<file path="src/rtl/riscv_defs_pkg.sv">
// riscv_defs_pkg: shared RV32I decode definitions.
//   - opcode / funct3 / funct7 constants
//   - AluOp (sub-operation) and AluSel (result class) encodings, both with NOP = 0
//   - ZeroWord, NopRegAddr
//   - operand-select and immediate-format enums, plus an immediate generator
package riscv_defs_pkg;

    localparam logic [6:0] OpcLui    = 7'b0110111;
    localparam logic [6:0] OpcAuipc  = 7'b0010111;
    localparam logic [6:0] OpcJal    = 7'b1101111;
    localparam logic [6:0] OpcJalr   = 7'b1100111;
    localparam logic [6:0] OpcBranch = 7'b1100011;
    localparam logic [6:0] OpcLoad   = 7'b0000011;
    localparam logic [6:0] OpcStore  = 7'b0100011;
    localparam logic [6:0] OpcOpImm  = 7'b0010011;
    localparam logic [6:0] OpcOp     = 7'b0110011;

    localparam logic [2:0] F3AddSub = 3'b000;
    localparam logic [2:0] F3Sll    = 3'b001;
    localparam logic [2:0] F3Slt    = 3'b010;
    localparam logic [2:0] F3Sltu   = 3'b011;
    localparam logic [2:0] F3Xor    = 3'b100;
    localparam logic [2:0] F3SrlSra = 3'b101;
    localparam logic [2:0] F3Or     = 3'b110;
    localparam logic [2:0] F3And    = 3'b111;

    localparam logic [6:0] F7Base = 7'b0000000;
    localparam logic [6:0] F7Alt  = 7'b0100000;

    localparam int unsigned AluOpW  = 8;
    localparam int unsigned AluSelW = 3;

    localparam logic [AluOpW-1:0] AluOpNop  = 8'd0;
    localparam logic [AluOpW-1:0] AluOpAdd  = 8'd1;
    localparam logic [AluOpW-1:0] AluOpSub  = 8'd2;
    localparam logic [AluOpW-1:0] AluOpSll  = 8'd3;
    localparam logic [AluOpW-1:0] AluOpSlt  = 8'd4;
    localparam logic [AluOpW-1:0] AluOpSltu = 8'd5;
    localparam logic [AluOpW-1:0] AluOpXor  = 8'd6;
    localparam logic [AluOpW-1:0] AluOpSrl  = 8'd7;
    localparam logic [AluOpW-1:0] AluOpSra  = 8'd8;
    localparam logic [AluOpW-1:0] AluOpOr   = 8'd9;
    localparam logic [AluOpW-1:0] AluOpAnd  = 8'd10;
    localparam logic [AluOpW-1:0] AluOpJal  = 8'd11;
    localparam logic [AluOpW-1:0] AluOpJalr = 8'd12;
    // Branch ops are AluOpBeq + funct3; load/store ops are base + funct3.
    localparam logic [AluOpW-1:0] AluOpBeq  = 8'd16;
    localparam logic [AluOpW-1:0] AluOpLb   = 8'd24;
    localparam logic [AluOpW-1:0] AluOpSb   = 8'd32;

    localparam logic [AluSelW-1:0] AluSelNop   = 3'd0;
    localparam logic [AluSelW-1:0] AluSelArith = 3'd1;
    localparam logic [AluSelW-1:0] AluSelLogic = 3'd2;
    localparam logic [AluSelW-1:0] AluSelShift = 3'd3;
    localparam logic [AluSelW-1:0] AluSelJump  = 3'd4;
    localparam logic [AluSelW-1:0] AluSelMem   = 3'd5;

    localparam logic [31:0] ZeroWord   = 32'h0000_0000;
    localparam logic [4:0]  NopRegAddr = 5'd0;

    typedef enum logic [1:0] {Op1Zero, Op1Pc, Op1Rs1} op1_sel_e;
    typedef enum logic       {Op2Imm, Op2Rs2}         op2_sel_e;
    typedef enum logic [2:0] {ImmI, ImmS, ImmB, ImmU, ImmJ} imm_fmt_e;

    function automatic logic [31:0] gen_imm(input logic [31:0] inst, input imm_fmt_e fmt);
        logic [31:0] imm;
        case (fmt)
            ImmS:    imm = {{20{inst[31]}}, inst[31:25], inst[11:7]};
            ImmB:    imm = {{19{inst[31]}}, inst[31], inst[7], inst[30:25], inst[11:8], 1'b0};
            ImmU:    imm = {inst[31:12], 12'b0};
            ImmJ:    imm = {{11{inst[31]}}, inst[31], inst[19:12], inst[20], inst[30:21], 1'b0};
            default: imm = {{20{inst[31]}}, inst[31:20]};
        endcase
        return imm;
    endfunction

endpackage

</file>
<file path="src/rtl/id_stage_if.sv">
// id_stage_if: ID -> EX bundle (valid/ready handshake plus the registered decode result).
//   master: driven by id_stage (everything except out_ready)
//   slave : the execute stage (drives out_ready)
interface id_stage_if #(
    parameter int unsigned XLEN       = 32,
    parameter int unsigned REG_ADDR_W = 5,
    parameter int unsigned ALUOP_W    = 8,
    parameter int unsigned ALUSEL_W   = 3
) ();
    logic                  out_valid;
    logic                  out_ready;
    logic [ALUOP_W-1:0]    aluop;
    logic [ALUSEL_W-1:0]   alusel;
    logic [XLEN-1:0]       reg1;
    logic [XLEN-1:0]       reg2;
    logic [XLEN-1:0]       imm;
    logic [XLEN-1:0]       pc;
    logic [REG_ADDR_W-1:0] wd;
    logic                  wreg;
    logic                  is_load;
    logic                  is_store;
    logic                  is_branch;
    logic                  is_jump;
    logic                  illegal;

    modport master (
        output out_valid, aluop, alusel, reg1, reg2, imm, pc, wd, wreg,
               is_load, is_store, is_branch, is_jump, illegal,
        input  out_ready
    );

    modport slave (
        input  out_valid, aluop, alusel, reg1, reg2, imm, pc, wd, wreg,
               is_load, is_store, is_branch, is_jump, illegal,
        output out_ready
    );
endinterface

</file>
<file path="src/rtl/id_decode_core.sv">
// id_decode_core: purely combinational RV32I decoder.
//   inst_i        instruction word
//   aluop_o/alusel_o, op1_sel_o/op2_sel_o, imm_o (sign-extended), wd_o/wreg_o,
//   reg*_read_o/reg*_addr_o, is_load/store/branch/jump_o, illegal_o
// Illegal instructions decode to a NOP with no reads and no write-back.
module id_decode_core
    import riscv_defs_pkg::*;
#(
    parameter int unsigned XLEN       = 32,
    parameter int unsigned REG_ADDR_W = 5,
    parameter int unsigned ALUOP_W    = 8,
    parameter int unsigned ALUSEL_W   = 3
) (
    input  logic [31:0]           inst_i,
    output logic [ALUOP_W-1:0]    aluop_o,
    output logic [ALUSEL_W-1:0]   alusel_o,
    output op1_sel_e              op1_sel_o,
    output op2_sel_e              op2_sel_o,
    output logic [XLEN-1:0]       imm_o,
    output logic [REG_ADDR_W-1:0] wd_o,
    output logic                  wreg_o,
    output logic                  reg1_read_o,
    output logic                  reg2_read_o,
    output logic [REG_ADDR_W-1:0] reg1_addr_o,
    output logic [REG_ADDR_W-1:0] reg2_addr_o,
    output logic                  is_load_o,
    output logic                  is_store_o,
    output logic                  is_branch_o,
    output logic                  is_jump_o,
    output logic                  illegal_o
);
    logic [6:0] opcode, funct7;
    logic [2:0] funct3;
    logic [4:0] rd, rs1, rs2;
    logic       is_op, alt, f7_ok;

    assign opcode = inst_i[6:0];
    assign rd     = inst_i[11:7];
    assign funct3 = inst_i[14:12];
    assign rs1    = inst_i[19:15];
    assign rs2    = inst_i[24:20];
    assign funct7 = inst_i[31:25];
    assign is_op  = (opcode == OpcOp);
    assign alt    = (funct7 == F7Alt);
    assign f7_ok  = (funct7 == F7Base) || alt;

    logic [AluOpW-1:0]  aluop;
    logic [AluSelW-1:0] alusel;
    imm_fmt_e           fmt;
    logic               wr, rd1, rd2, ld, st, br, jmp, ill;

    always_comb begin
        aluop = AluOpNop;  alusel = AluSelNop;
        op1_sel_o = Op1Zero; op2_sel_o = Op2Imm; fmt = ImmI;
        wr = 1'b0; rd1 = 1'b0; rd2 = 1'b0;
        ld = 1'b0; st = 1'b0; br = 1'b0; jmp = 1'b0; ill = 1'b0;
        case (opcode)
            OpcLui: begin
                aluop = AluOpAdd; alusel = AluSelArith; fmt = ImmU; wr = 1'b1;
            end
            OpcAuipc: begin
                aluop = AluOpAdd; alusel = AluSelArith; fmt = ImmU; wr = 1'b1;
                op1_sel_o = Op1Pc;
            end
            OpcJal: begin
                aluop = AluOpJal; alusel = AluSelJump; fmt = ImmJ; wr = 1'b1; jmp = 1'b1;
                op1_sel_o = Op1Pc;
            end
            OpcJalr: begin
                aluop = AluOpJalr; alusel = AluSelJump; wr = 1'b1; jmp = 1'b1;
                op1_sel_o = Op1Rs1; rd1 = 1'b1;
                ill = (funct3 != 3'b000);
            end
            OpcBranch: begin
                aluop = AluOpBeq + AluOpW'(funct3); alusel = AluSelJump; fmt = ImmB; br = 1'b1;
                op1_sel_o = Op1Rs1; op2_sel_o = Op2Rs2; rd1 = 1'b1; rd2 = 1'b1;
                ill = (funct3 == 3'b010) || (funct3 == 3'b011);
            end
            OpcLoad: begin
                aluop = AluOpLb + AluOpW'(funct3); alusel = AluSelMem; wr = 1'b1; ld = 1'b1;
                op1_sel_o = Op1Rs1; rd1 = 1'b1;
                ill = (funct3 == 3'b011) || funct3[2:1] == 2'b11;
            end
            OpcStore: begin
                aluop = AluOpSb + AluOpW'(funct3); alusel = AluSelMem; fmt = ImmS; st = 1'b1;
                op1_sel_o = Op1Rs1; op2_sel_o = Op2Rs2; rd1 = 1'b1; rd2 = 1'b1;
                ill = funct3[2] || (funct3[1:0] == 2'b11);
            end
            OpcOpImm, OpcOp: begin
                op1_sel_o = Op1Rs1; rd1 = 1'b1; wr = 1'b1;
                if (is_op) begin
                    op2_sel_o = Op2Rs2; rd2 = 1'b1;
                end
                // OP-IMM only constrains funct7 for shifts; OP constrains it everywhere.
                case (funct3)
                    F3AddSub: begin
                        alusel = AluSelArith; aluop = (is_op && alt) ? AluOpSub : AluOpAdd;
                        ill = is_op && !f7_ok;
                    end
                    F3Sll: begin
                        alusel = AluSelShift; aluop = AluOpSll; ill = (funct7 != F7Base);
                    end
                    F3Slt: begin
                        alusel = AluSelArith; aluop = AluOpSlt; ill = is_op && (funct7 != F7Base);
                    end
                    F3Sltu: begin
                        alusel = AluSelArith; aluop = AluOpSltu; ill = is_op && (funct7 != F7Base);
                    end
                    F3Xor: begin
                        alusel = AluSelLogic; aluop = AluOpXor; ill = is_op && (funct7 != F7Base);
                    end
                    F3SrlSra: begin
                        alusel = AluSelShift; aluop = alt ? AluOpSra : AluOpSrl; ill = !f7_ok;
                    end
                    F3Or: begin
                        alusel = AluSelLogic; aluop = AluOpOr; ill = is_op && (funct7 != F7Base);
                    end
                    F3And: begin
                        alusel = AluSelLogic; aluop = AluOpAnd; ill = is_op && (funct7 != F7Base);
                    end
                endcase
            end
            default: ill = 1'b1;
        endcase
        if (ill) begin
            aluop = AluOpNop; alusel = AluSelNop;
            op1_sel_o = Op1Zero; op2_sel_o = Op2Imm;
            wr = 1'b0; rd1 = 1'b0; rd2 = 1'b0;
            ld = 1'b0; st = 1'b0; br = 1'b0; jmp = 1'b0;
        end
    end

    assign aluop_o     = ALUOP_W'(aluop);
    assign alusel_o    = ALUSEL_W'(alusel);
    assign imm_o       = XLEN'($signed(gen_imm(inst_i, fmt)));
    assign wreg_o      = wr && (rd != 5'd0);
    assign wd_o        = wr ? REG_ADDR_W'(rd) : REG_ADDR_W'(NopRegAddr);
    assign reg1_read_o = rd1;
    assign reg2_read_o = rd2;
    assign reg1_addr_o = rd1 ? REG_ADDR_W'(rs1) : REG_ADDR_W'(NopRegAddr);
    assign reg2_addr_o = rd2 ? REG_ADDR_W'(rs2) : REG_ADDR_W'(NopRegAddr);
    assign is_load_o   = ld;
    assign is_store_o  = st;
    assign is_branch_o = br;
    assign is_jump_o   = jmp;
    assign illegal_o   = ill;
endmodule

</file>
<file path="src/rtl/id_stage.sv">
// id_stage: RV32I decode stage with integrated ID/EX pipeline register.
//   clk, rst (synchronous, active-low)
//   fetch side : in_valid_i/in_ready_o, pc_i, inst_i
//   regfile    : reg*_read_o, reg*_addr_o (combinational), reg*_data_i
//   bypass     : ex_wreg_i/ex_wd_i/ex_wdata_i/ex_is_load_i, mem_wreg_i/mem_wd_i/mem_wdata_i
//   flush_i    : drop held and incoming instruction
//   ex_if      : id_stage_if.master, registered decode result with out_valid/out_ready
// Build option: define ID_FORWARD_EN for EX/MEM forwarding (stall only on load-use);
// otherwise any pending EX/MEM writer of a source register stalls the stage.
module id_stage
    import riscv_defs_pkg::*;
#(
    parameter int unsigned XLEN       = 32,
    parameter int unsigned REG_ADDR_W = 5,
    parameter int unsigned ALUOP_W    = 8,
    parameter int unsigned ALUSEL_W   = 3
) (
    input  logic                  clk,
    input  logic                  rst,
    input  logic                  in_valid_i,
    output logic                  in_ready_o,
    input  logic [XLEN-1:0]       pc_i,
    input  logic [31:0]           inst_i,
    output logic                  reg1_read_o,
    output logic                  reg2_read_o,
    output logic [REG_ADDR_W-1:0] reg1_addr_o,
    output logic [REG_ADDR_W-1:0] reg2_addr_o,
    input  logic [XLEN-1:0]       reg1_data_i,
    input  logic [XLEN-1:0]       reg2_data_i,
    input  logic                  ex_wreg_i,
    input  logic [REG_ADDR_W-1:0] ex_wd_i,
    input  logic [XLEN-1:0]       ex_wdata_i,
    input  logic                  ex_is_load_i,
    input  logic                  mem_wreg_i,
    input  logic [REG_ADDR_W-1:0] mem_wd_i,
    input  logic [XLEN-1:0]       mem_wdata_i,
    input  logic                  flush_i,
    id_stage_if.master            ex_if
);
    typedef struct packed {
        logic                  valid;
        logic [ALUOP_W-1:0]    aluop;
        logic [ALUSEL_W-1:0]   alusel;
        logic [XLEN-1:0]       reg1;
        logic [XLEN-1:0]       reg2;
        logic [XLEN-1:0]       imm;
        logic [XLEN-1:0]       pc;
        logic [REG_ADDR_W-1:0] wd;
        logic                  wreg;
        logic                  is_load;
        logic                  is_store;
        logic                  is_branch;
        logic                  is_jump;
        logic                  illegal;
    } id_ex_t;

    id_ex_t id_ex_q, id_ex_d, dec;
    op1_sel_e op1_sel;
    op2_sel_e op2_sel;

    id_decode_core #(
        .XLEN       (XLEN),
        .REG_ADDR_W (REG_ADDR_W),
        .ALUOP_W    (ALUOP_W),
        .ALUSEL_W   (ALUSEL_W)
    ) u_decode (
        .inst_i      (inst_i),
        .aluop_o     (dec.aluop),
        .alusel_o    (dec.alusel),
        .op1_sel_o   (op1_sel),
        .op2_sel_o   (op2_sel),
        .imm_o       (dec.imm),
        .wd_o        (dec.wd),
        .wreg_o      (dec.wreg),
        .reg1_read_o (reg1_read_o),
        .reg2_read_o (reg2_read_o),
        .reg1_addr_o (reg1_addr_o),
        .reg2_addr_o (reg2_addr_o),
        .is_load_o   (dec.is_load),
        .is_store_o  (dec.is_store),
        .is_branch_o (dec.is_branch),
        .is_jump_o   (dec.is_jump),
        .illegal_o   (dec.illegal)
    );

    // x0 sources are never live, so they neither forward nor hazard.
    logic rs1_live, rs2_live, ex_hit1, ex_hit2, mem_hit1, mem_hit2, hazard;
    logic [XLEN-1:0] rs1_val, rs2_val;

    assign rs1_live = reg1_read_o && (reg1_addr_o != '0);
    assign rs2_live = reg2_read_o && (reg2_addr_o != '0);
    assign ex_hit1  = rs1_live && ex_wreg_i  && (ex_wd_i  == reg1_addr_o);
    assign ex_hit2  = rs2_live && ex_wreg_i  && (ex_wd_i  == reg2_addr_o);
    assign mem_hit1 = rs1_live && mem_wreg_i && (mem_wd_i == reg1_addr_o);
    assign mem_hit2 = rs2_live && mem_wreg_i && (mem_wd_i == reg2_addr_o);

`ifdef ID_FORWARD_EN
    assign hazard  = ex_is_load_i && (ex_hit1 || ex_hit2);
    assign rs1_val = !rs1_live ? '0 : ex_hit1 ? ex_wdata_i : mem_hit1 ? mem_wdata_i : reg1_data_i;
    assign rs2_val = !rs2_live ? '0 : ex_hit2 ? ex_wdata_i : mem_hit2 ? mem_wdata_i : reg2_data_i;
`else
    logic            unused_bypass;
    logic [XLEN-1:0] unused_wdata;
    assign unused_bypass = ex_is_load_i;
    assign unused_wdata  = ex_wdata_i ^ mem_wdata_i;
    assign hazard  = ex_hit1 || ex_hit2 || mem_hit1 || mem_hit2;
    assign rs1_val = rs1_live ? reg1_data_i : '0;
    assign rs2_val = rs2_live ? reg2_data_i : '0;
`endif

    always_comb begin
        dec.valid = 1'b1;
        dec.pc    = pc_i;
        case (op1_sel)
            Op1Zero: dec.reg1 = XLEN'(ZeroWord);
            Op1Pc:   dec.reg1 = pc_i;
            default: dec.reg1 = rs1_val;
        endcase
        dec.reg2 = (op2_sel == Op2Rs2) ? rs2_val : dec.imm;
    end

    logic load_en, accept;
    assign load_en    = !id_ex_q.valid || ex_if.out_ready;
    assign accept     = load_en && in_valid_i && !hazard;
    assign in_ready_o = flush_i || (load_en && !hazard);

    // Bubbles load the all-zero NOP so downstream never sees stale write-back enables.
    always_comb begin
        id_ex_d = id_ex_q;
        if (flush_i) begin
            id_ex_d = '0;
        end else if (load_en) begin
            id_ex_d = accept ? dec : '0;
        end
    end

    always_ff @(posedge clk) begin
        if (!rst) begin
            id_ex_q <= '0;
        end else begin
            id_ex_q <= id_ex_d;
        end
    end

    assign ex_if.out_valid = id_ex_q.valid;
    assign ex_if.aluop     = id_ex_q.aluop;
    assign ex_if.alusel    = id_ex_q.alusel;
    assign ex_if.reg1      = id_ex_q.reg1;
    assign ex_if.reg2      = id_ex_q.reg2;
    assign ex_if.imm       = id_ex_q.imm;
    assign ex_if.pc        = id_ex_q.pc;
    assign ex_if.wd        = id_ex_q.wd;
    assign ex_if.wreg      = id_ex_q.wreg;
    assign ex_if.is_load   = id_ex_q.is_load;
    assign ex_if.is_store  = id_ex_q.is_store;
    assign ex_if.is_branch = id_ex_q.is_branch;
    assign ex_if.is_jump   = id_ex_q.is_jump;
    assign ex_if.illegal   = id_ex_q.illegal;
endmodule

</file>
<file path="src/flat_wrapper.sv">
// flat-port wrapper written by rule: the top's interface ports become plain ports
module id_stage_flat import riscv_defs_pkg::*;
#(
    parameter int unsigned XLEN       = 32,
    parameter int unsigned REG_ADDR_W = 5,
    parameter int unsigned ALUOP_W    = 8,
    parameter int unsigned ALUSEL_W   = 3
)
  (clk, rst, in_valid_i, in_ready_o, pc_i, inst_i, reg1_read_o, reg2_read_o, reg1_addr_o, reg2_addr_o, reg1_data_i, reg2_data_i, ex_wreg_i, ex_wd_i, ex_wdata_i, ex_is_load_i, mem_wreg_i, mem_wd_i, mem_wdata_i, flush_i, ex_if_out_valid, ex_if_aluop, ex_if_alusel, ex_if_reg1, ex_if_reg2, ex_if_imm, ex_if_pc, ex_if_wd, ex_if_wreg, ex_if_is_load, ex_if_is_store, ex_if_is_branch, ex_if_is_jump, ex_if_illegal, ex_if_out_ready);
  id_stage_if #(.XLEN(XLEN), .REG_ADDR_W(REG_ADDR_W), .ALUOP_W(ALUOP_W), .ALUSEL_W(ALUSEL_W)) ex_if_i ();
  input  logic clk;
  input  logic rst;
  input  logic in_valid_i;
  output logic in_ready_o;
  input  logic [XLEN-1:0] pc_i;
  input  logic [31:0] inst_i;
  output logic reg1_read_o;
  output logic reg2_read_o;
  output logic [REG_ADDR_W-1:0] reg1_addr_o;
  output logic [REG_ADDR_W-1:0] reg2_addr_o;
  input  logic [XLEN-1:0] reg1_data_i;
  input  logic [XLEN-1:0] reg2_data_i;
  input  logic ex_wreg_i;
  input  logic [REG_ADDR_W-1:0] ex_wd_i;
  input  logic [XLEN-1:0] ex_wdata_i;
  input  logic ex_is_load_i;
  input  logic mem_wreg_i;
  input  logic [REG_ADDR_W-1:0] mem_wd_i;
  input  logic [XLEN-1:0] mem_wdata_i;
  input  logic flush_i;
  output wire logic [$bits(ex_if_i.out_valid)-1:0] ex_if_out_valid;
  output wire logic [$bits(ex_if_i.aluop)-1:0] ex_if_aluop;
  output wire logic [$bits(ex_if_i.alusel)-1:0] ex_if_alusel;
  output wire logic [$bits(ex_if_i.reg1)-1:0] ex_if_reg1;
  output wire logic [$bits(ex_if_i.reg2)-1:0] ex_if_reg2;
  output wire logic [$bits(ex_if_i.imm)-1:0] ex_if_imm;
  output wire logic [$bits(ex_if_i.pc)-1:0] ex_if_pc;
  output wire logic [$bits(ex_if_i.wd)-1:0] ex_if_wd;
  output wire logic [$bits(ex_if_i.wreg)-1:0] ex_if_wreg;
  output wire logic [$bits(ex_if_i.is_load)-1:0] ex_if_is_load;
  output wire logic [$bits(ex_if_i.is_store)-1:0] ex_if_is_store;
  output wire logic [$bits(ex_if_i.is_branch)-1:0] ex_if_is_branch;
  output wire logic [$bits(ex_if_i.is_jump)-1:0] ex_if_is_jump;
  output wire logic [$bits(ex_if_i.illegal)-1:0] ex_if_illegal;
  input wire logic [$bits(ex_if_i.out_ready)-1:0] ex_if_out_ready;
  assign ex_if_out_valid = ex_if_i.out_valid;
  assign ex_if_aluop = ex_if_i.aluop;
  assign ex_if_alusel = ex_if_i.alusel;
  assign ex_if_reg1 = ex_if_i.reg1;
  assign ex_if_reg2 = ex_if_i.reg2;
  assign ex_if_imm = ex_if_i.imm;
  assign ex_if_pc = ex_if_i.pc;
  assign ex_if_wd = ex_if_i.wd;
  assign ex_if_wreg = ex_if_i.wreg;
  assign ex_if_is_load = ex_if_i.is_load;
  assign ex_if_is_store = ex_if_i.is_store;
  assign ex_if_is_branch = ex_if_i.is_branch;
  assign ex_if_is_jump = ex_if_i.is_jump;
  assign ex_if_illegal = ex_if_i.illegal;
  assign ex_if_i.out_ready = ex_if_out_ready;
  id_stage #(.XLEN(XLEN), .REG_ADDR_W(REG_ADDR_W), .ALUOP_W(ALUOP_W), .ALUSEL_W(ALUSEL_W)) u_core (.clk(clk), .rst(rst), .in_valid_i(in_valid_i), .in_ready_o(in_ready_o), .pc_i(pc_i), .inst_i(inst_i), .reg1_read_o(reg1_read_o), .reg2_read_o(reg2_read_o), .reg1_addr_o(reg1_addr_o), .reg2_addr_o(reg2_addr_o), .reg1_data_i(reg1_data_i), .reg2_data_i(reg2_data_i), .ex_wreg_i(ex_wreg_i), .ex_wd_i(ex_wd_i), .ex_wdata_i(ex_wdata_i), .ex_is_load_i(ex_is_load_i), .mem_wreg_i(mem_wreg_i), .mem_wd_i(mem_wd_i), .mem_wdata_i(mem_wdata_i), .flush_i(flush_i), .ex_if(ex_if_i));
endmodule
</file>
<file path="config.mk">
export PLATFORM = sky130hd
export DESIGN_NAME = id_stage_flat
export DESIGN_NICKNAME = d
export VERILOG_FILES = /design/src/rtl/riscv_defs_pkg.sv /design/src/rtl/id_stage_if.sv /design/src/rtl/id_decode_core.sv /design/src/rtl/id_stage.sv /design/src/flat_wrapper.sv
export SDC_FILE = /design/constraint.sdc
export NUM_CORES = 1
export LEC_CHECK = 0
export ABC_AREA = 1
export BUFFER_PORTS_ARGS = -buffer_cell sky130_fd_sc_hd__buf_2
export CELL_PAD_IN_SITES_DETAIL_PLACEMENT = 1
export CELL_PAD_IN_SITES_GLOBAL_PLACEMENT = 1
export CORE_MARGIN = 2
export CORE_UTILIZATION = 34
export DETAILED_ROUTE_END_ITERATION = 12
export PLACE_DENSITY_LB_ADDON = 0.1
export RECOVER_POWER = 25
export SETUP_SLACK_MARGIN = 0.15
export SYNTH_ARGS = -nofsm -noshare
export SYNTH_HDL_FRONTEND = slang
export SYNTH_HIERARCHICAL = 1
export SYNTH_SLANG_ARGS = --single-unit
</file>
<file path="constraint.sdc">
create_clock -name clk -period 7.6 [get_ports clk]
set_clock_uncertainty 0.1 [all_clocks]
set_input_delay 1.14 -clock clk [delete_from_list [all_inputs] [get_ports clk]]
set_output_delay 1.14 -clock clk [all_outputs]
set_load 0.02 [all_outputs]
</file>
==> run summary, run 1 <==
Starting Density = 34.8%
CTS root buffer = clkbuf_16
post-CTS resize count = 0
final core utilization = 43.4%
status = complete, but fails checks
Req. time, crit path = 6.36 ns
number of global-route vias before repair = 9136
Rows = 56
CP arrival = 4.88 ns
Num Clock Sinks = 151
Ports = 374
top-count cell post-synth = nand2_1
clock latency on the worst-skew pair = 0.42 ns
Vias/cell = 5.27
final setup vio count = 0
initial antenna violation count = 5
top cells by area, synth = dfxtp_1 (37%), nand2_1 (12%), nand4_1 (12%)
Pre-antenna DRT Iters = 5
layout cell share with drive strength beyond 1 = 21.4%
sequential fraction of the synthesis area = 36.9%
Cell Pwr Density = 188 nW/um^2
total congestion overflow = 0
# port buffers = 308
WL final = 33800 um
Netlist Area Pre-Place = 8200 um^2
Synth warnings = 6
setup_tns = 0 ns
final hold vios = 0
Initial DRC Count = 513
Max Slew Vio Count = 62
Highest Clock Rate = 163 MHz
Tmin final = 6.12 ns
via count = 9404
Post-Layout Inst Area = 10200 um^2
Final Cycle Share = 80.5%
ys flop type = dfxtp_1
register clock-pin slew on the reported worst setup and hold paths = 0.07 ns
Mapped Cells = 1222
max-cap viol count = 1
Synth Register Bits = 151
Num CTS Buffers = 17
WHS = 0.362 ns
unrepaired setup endpoints after global routing = no
Crit Path Category = primary input to primary output
nets@finish = 1661
fraction of registers with async set/reset = 0%
Worst VDD drop = 0.141 mV
crit path max fanout = 76
post-synthesis simple-gate area fraction = 34.6%
complex-gate fraction of the synthesized area = 16.3%
Critical Path End Type = primary output
Fill cells = 3216
DP HPWL = 23000 um
static leakage = 0.00418 uW
post-DR wirelength/cell = 18.9 um
EDFF count, synth = 0
DRC = 0
H-tree levels = 4
Critical Path Source Type = primary input
post-synthesis mux area share = 0%
main combinational cell family by area after synthesis = simple AND/OR/NAND/NOR gates
Synth top area share = 36.9%
violated checks = max-capacitance violations, max-slew violations
Worst Tran Pin Value = 3.05 ns
Die ar. = 25400 um^2
adder-cell share of the synthesized area = 0%
Yosys top cell by area = dfxtp_1
Die Ht = 159 um
pin count of the biggest net entering global routing = 94
Placement Cell Area = 9700 um^2
Routability Congestion = 0.851
Slew Limit Headroom = -103%
Post-CTS Setup Inserts = 0
CTS tree = built
Bufs on Longest Clock Path = 2
GRT Overall Usage = 25.7%
core area = 23500 um^2
syn avg cell area = 6.71 um^2
first-pass GRT wire length = 52200 um
hold buffer count at CTS = 0
Die W = 159 um
Post-Synth XOR/XNOR Area = 0.641%
Hold WC Path Type = flip-flop to flip-flop
synth cell count leaders = nand2_1 (268), a21oi_1 (156), nand4_1 (153)
Routed Antenna Nets = 0
area grow syn2layout = 24.7%
synth unique cells = 34
-- worst max-delay path: stages --
cell and delay (ns):
buf_2 0.10, inv_1 0.05, nor2_2 0.10, nand3_1 0.46, nand2_2 0.26, nor2_1 0.09
a21oi_4 0.24, nand4_2 0.25, nor2_1 0.35, nor2_1 0.10, nand3_1 0.09, nand2_1 0.06
buf_4 0.24, inv_2 0.10, nand3_1 0.07, nand2_1 0.14, nand2_4 0.47, nand3_1 0.28
nand2_1 0.08, buf_2 0.16
-- metal layers --
| layer | global-route usage, % | part of all wire, % | vias to the layer above |
|---|---|---|---|
| li1 | - | - | 4616 |
| met3 | 4.82 | 5.2 | 40 |
| met2 | 40.7 | 47 | 267 |
| met5 | 0 | 0.080 | - |
| met1 | 35.7 | 46 | 4477 |
| met4 | 7.27 | 1.7 | 4 |
-- power by group --
part           internal (uW)  switching [uW]
clock                    500             391
combinational           69.1             143
sequential               806            7.88
total                   1380             542
-- worst paths after layout --
kind,end,from,depth (start not counted),slack (ns)
worst min-delay path,u_core/ex_if.pc[25],u_core/ex_if.pc[25],2,0.36
worst max register to register,u_core/ex_if.reg1[23],u_core/ex_if.out_valid,6,3.25
worst min register to register,u_core/ex_if.pc[25],u_core/ex_if.pc[25],2,0.36
worst max-delay path,in_ready_o,inst_i[2],20,1.48
-- sequential cells by signal, summed over array words and instances (netlist names), 3 cells and up --
name	count
u_core/ex_if.pc	32
u_core/ex_if.reg2	32
u_core/ex_if.wd	5
u_core/ex_if.imm	32
u_core/ex_if.alusel	3
u_core/ex_if.reg1	32
u_core/ex_if.aluop	8
-- cell type report --
| cell class | instances | area (um^2) | area share, % |
|---|---|---|---|
| Clock buffer | 17 | 425 | 4.16 |
| Inverter | 100 | 375 | 3.67 |
| Sequential cell | 151 | 3020 | 29.6 |
| Clock inverter | 15 | 189 | 1.85 |
| Antenna cell | 3 | 7.51 | 0.0734 |
| Multi-Input combinational cell | 861 | 4270 | 41.8 |
| Tap cell | 319 | 399 | 3.90 |
| Timing Repair Buffer | 320 | 1530 | 15.0 |
-- through the flow --
stage / power [uW] / setup WS [ns] / cells
4_1_cts: 1940 / 1.47 / 1783
5_1_grt: 1990 / 1.11 / 1786
3_3_place_gp: 1040 / 1.48 / 1751
6_report: 1920 / 1.48 / 1786
3_5_place_dp: 1040 / 1.48 / 1751
2_1_floorplan: 948 / 2.70 / 1223
-- logic make-up after synthesis --
family | Yosys count
xor+xnor | 6
buf+inv | 211
flops | 151
other cells | 1
compound gates | 259
simple gates | 594
-- layout by cell type (no fill, tap or decap), types with 2 or more instances in the layout --
| cell | instances |
|---|---|
| nand3_1 | 82 |
| xor2_1 | 4 |
| clkbuf_1 | 78 |
| nor2_2 | 14 |
| inv_8 | 3 |
| nand2_2 | 5 |
| buf_2 | 231 |
| nand2_1 | 267 |
| inv_2 | 6 |
| nand4_1 | 153 |
| nand2_4 | 2 |
| nor2_4 | 2 |
| dfxtp_1 | 151 |
| clkinv_8 | 2 |
| conb_1 | 2 |
| inv_6 | 4 |
| inv_1 | 94 |
| o21ai_0 | 90 |
| nor3_1 | 2 |
| nor2_1 | 60 |
| diode_2 | 3 |
| bufinv_16 | 2 |
| clkinv_4 | 2 |
| nand4_2 | 3 |
| clkinv_2 | 2 |
| o22ai_1 | 4 |
| a21oi_1 | 156 |
| clkbuf_16 | 17 |
| xnor2_1 | 2 |
| buf_4 | 11 |
Power figures use the tool's default switching activity.
==> run 2, diff against run 1 <==
--- a/config.mk
+++ b/config.mk
@@ -5,12 +5,12 @@
 export SDC_FILE = /design/constraint.sdc
 export NUM_CORES = 1
 export LEC_CHECK = 0
-export ABC_AREA = 1
+export ABC_AREA = 0
 export BUFFER_PORTS_ARGS = -buffer_cell sky130_fd_sc_hd__buf_2
 export CELL_PAD_IN_SITES_DETAIL_PLACEMENT = 1
 export CELL_PAD_IN_SITES_GLOBAL_PLACEMENT = 1
 export CORE_MARGIN = 2
-export CORE_UTILIZATION = 34
+export CORE_UTILIZATION = 32
 export DETAILED_ROUTE_END_ITERATION = 12
 export PLACE_DENSITY_LB_ADDON = 0.1
 export RECOVER_POWER = 25
==> constraint.sdc (replaced) <==
create_clock -name clk -period 6.1 [get_ports clk]
set_clock_uncertainty 0.1 [all_clocks]
set_input_delay 0.915 -clock clk [delete_from_list [all_inputs] [get_ports clk]]
set_output_delay 0.915 -clock clk [all_outputs]
set_load 0.02 [all_outputs]
==> run 2 against run 1 <==
- the flow now finishes without violations
- wire length is 12% lower
- hold slack worse by 0.013 ns
- first-iteration DRC count fell by 13%
- total power rose by 21%
- register-to-register slack better by 0.49 ns
- cell count is 18% lower
- synthesized area fell by 11%
- critical path depth shrank 8
- critical path type unchanged
- largest power group unchanged
- highest routed layer is now met4
==> run summary, run 2 <==
most frequent cells in the layout = buf_2 (230), nand2_1 (174), dfxtp_1 (151)
syn avg cell area = 7.86 um^2 (+17%)
register clock-pin slew on the reported worst setup and hold paths = 0.06 ns (about the same)
Post-Layout Inst Area = 9410 um^2 (-7.9%)
crit path max fanout = 21 (-72%)
worst hold start = u_core/ex_if.reg1[5]
WL final = 29700 um (-12%)
Ports = 374 (unchanged)
Final Cycle Share = 90.3%
pin count of the biggest net entering global routing = 152 (+62%)
Num Clock Sinks = 151 (unchanged)
area grow syn2layout = 29.0%
reg2reg start = u_core/ex_if.out_valid
Routed Antenna Nets = 0 (unchanged)
Synth Register Bits = 151 (unchanged)
Placement Cell Area = 8920 um^2 (-8.1%)
hold path cells = 2 (unchanged)
hold buffer count at CTS = 0 (unchanged)
initial antenna violation count = 1 (-4)
Die ar. = 24000 um^2 (-5.3%)
Num CTS Buffers = 17 (unchanged)
setup_tns = 0 ns (unchanged)
Yosys top cell by area = dfxtp_1
Hold Path Sink = u_core/ex_if.reg1[5]
top-count cell post-synth = nand2_1
reg2reg path depth = 5 (-1)
Synth top area share = 41.4% (+4.6 points)
Combinational Power Share = 10.2% (-0.8 points)
H-tree levels = 4 (unchanged)
PnR worst setup slack = 0.593 ns (-0.887 ns)
crit path from = inst_i[31]
Highest Clock Rate = 182 MHz
Mapped Cells = 929 (-24%)
pre-CTS setup slack = 0.618 ns (-0.859 ns)
Crit Path Category = primary input to primary output
Post-CTS Setup Inserts = 0 (unchanged)
Critical Path End Type = primary output
final setup vio count = 0 (unchanged)
Initial DRC Count = 447 (-13%)
DRC = 0 (unchanged)
number of global-route vias before repair = 7699 (-16%)
post-DR wirelength/cell = 20.2 um (+6.8%)
clock latency on the worst-skew pair = 0.41 ns (about the same)
# port buffers = 308 (unchanged)
static leakage = 0.00373 uW (-11%)
Routability Congestion = 0.799 (-6.1%)
post-CTS resize count = 0 (unchanged)
Cell Pwr Density = 246 nW/um^2 (+31%)
Slew Limit Headroom = 30.5% (+130 points)
synth cell count leaders = nand2_1 (175), dfxtp_1 (151), nand3_1 (90)
Internal Power = 1650 uW (+20%)
end of the worst register-to-register path = u_core/ex_if.imm[0]
GRT Overall Usage = 24.1% (-1.6 points)
Die Ht = 155 um (-2.7%)
first-pass GRT wire length = 45200 um (-13%)
final hold vios = 0 (unchanged)
switching power = 660 uW (+22%)
synth unique cells = 55 (+62%)
top cells by area, synth = dfxtp_1 (41%), nand2_1 (9.0%), o31ai_1 (6.8%)
core area = 22500 um^2 (-4.4%)
status = completed
total congestion overflow = 0 (unchanged)
most common cell after layout, fill and taps aside = buf_2
Netlist Area Pre-Place = 7300 um^2 (-11%)
CP arrival = 4.49 ns (-0.39 ns)
Synth warnings = 6 (unchanged)
Critical Path Source Type = primary input
ys flop type = dfxtp_1
DP HPWL = 20300 um (-12%)
EDFF count, synth = 0 (unchanged)
CTS root buffer = clkbuf_16
Rows = 55 (-1.8%)
Vias/cell = 5.25 (-0.39%)
fraction of registers with async set/reset = 0% (unchanged)
Bufs on Longest Clock Path = 2 (unchanged)
Clk pwr share = 46.0% (-0.5 points)
R2R Setup Slk = 3.74 ns (+0.49 ns)
unrepaired setup endpoints after global routing = no
Max Slew Vio Count = 0 (-100%)
Hold WC Path Type = flip-flop to flip-flop
Worst VDD drop = 0.174 mV (+23%)
Starting Density = 32.4% (-2.4 points)
max-cap viol count = 0 (-1)
total power = 2310 uW (+21%)
layout cell share with drive strength beyond 1 = 24.5% (+3.2 points)
Die W = 155 um (-2.7%)
CTS tree = built
Pre-antenna DRT Iters = 4 (-1)
Tmin final = 5.51 ns
Worst Tran Pin Value = 1.04 ns (-2.00 ns)
nets@finish = 1383 (-17%)
sw frac = 28.5% (+0.26 points)
Reg power frac = 43.9% (+1.5 points)
sequential fraction of the synthesis area = 41.4% (+4.6 points)
WHS = 0.349 ns (-0.0130 ns)
Req. time, crit path = 5.08 ns (-1.28 ns)
via count = 7726 (-18%)
[run 2: changes by cell type after synthesis, sizes merged, moves of 20 or more]
cell,before,now
nor2,77,28
a31oi,1,33
nor2b,0,42
o31ai,2,66
inv,100,4
buf,53,22
a22oi,0,32
nand2,274,175
a21oi,158,8
nand4,156,5
a21o,0,20
[run 2: logic make-up (layout without fill, tap and decap cells)]
kind of cell	count (synthesis)	count (layout)	synth area share [%]
and+or+nand+nor	378	378	24.5
xor gates and xnor gates	21	21	2.52
AOI/OAI and AO/OA	274	274	24.7
other	1	4	0.0514
buffers and inverters	101	357	6.41
muxes	3	3	0.446
DFF	151	151	41.4
[run 2: critical path, stage by stage]
cell	delay, ns
buf_2	0.14
nor4_1	0.53
nand2_1	0.12
o221ai_1	0.27
o211ai_2	0.45
nor4bb_1	0.92
xnor2_1	0.21
nand4_1	0.13
o22ai_1	0.28
a32o_4	0.30
o21bai_1	0.06
buf_2	0.17
[run 2: metrics by stage]
step	utilization (%)	instances
after global routing	41.8	1472
after detailed placement	39.6	1439
after CTS	42.2	1471
final	41.8	1473
after floorplan	-	930
after global placement	39.6	1439
[run 2: power groups by stage]
stage	logic [uW]	registers (uW)	clock network, uW
floorplan	98.6	1060	0
global placement	236	1040	0
detailed placement	238	1040	0
CTS	239	1010	1090
global route	257	1020	1130
finish	236	1010	1060
[run 2: worst max path at each step]
stage / end / slack [ns]
5_1_grt: in_ready_o / 0.24
2_1_floorplan: in_ready_o / 0.94
4_1_cts: in_ready_o / 0.60
3_5_place_dp: in_ready_o / 0.62
3_3_place_gp: in_ready_o / 0.66
6_report: in_ready_o / 0.59
[run 2: final cells by class]
cell class / count / area [um^2]
fillers: 2875 / 13100
multi-input cells: 678 / 3860
flip-flops and latches: 151 / 3020
clock buffers: 18 / 439
inverters: 4 / 15.0
diodes: 2 / 5.00
repair buffers: 321 / 1570
clock inverters: 14 / 146
well taps: 285 / 357
[run 2: layer usage]
layer | share of wire (%) | wire, um | global-route usage (%) | vias to the layer above
met3 | 4.7 | 1390 | 4.51 | 21
li1 | - | - | - | 3785
met2 | 48 | 14300 | 40.1 | 187
met5 | 0 | 0 | 0 | -
met4 | 1.3 | 381 | 6.35 | 0
met1 | 46 | 13700 | 32.1 | 3733
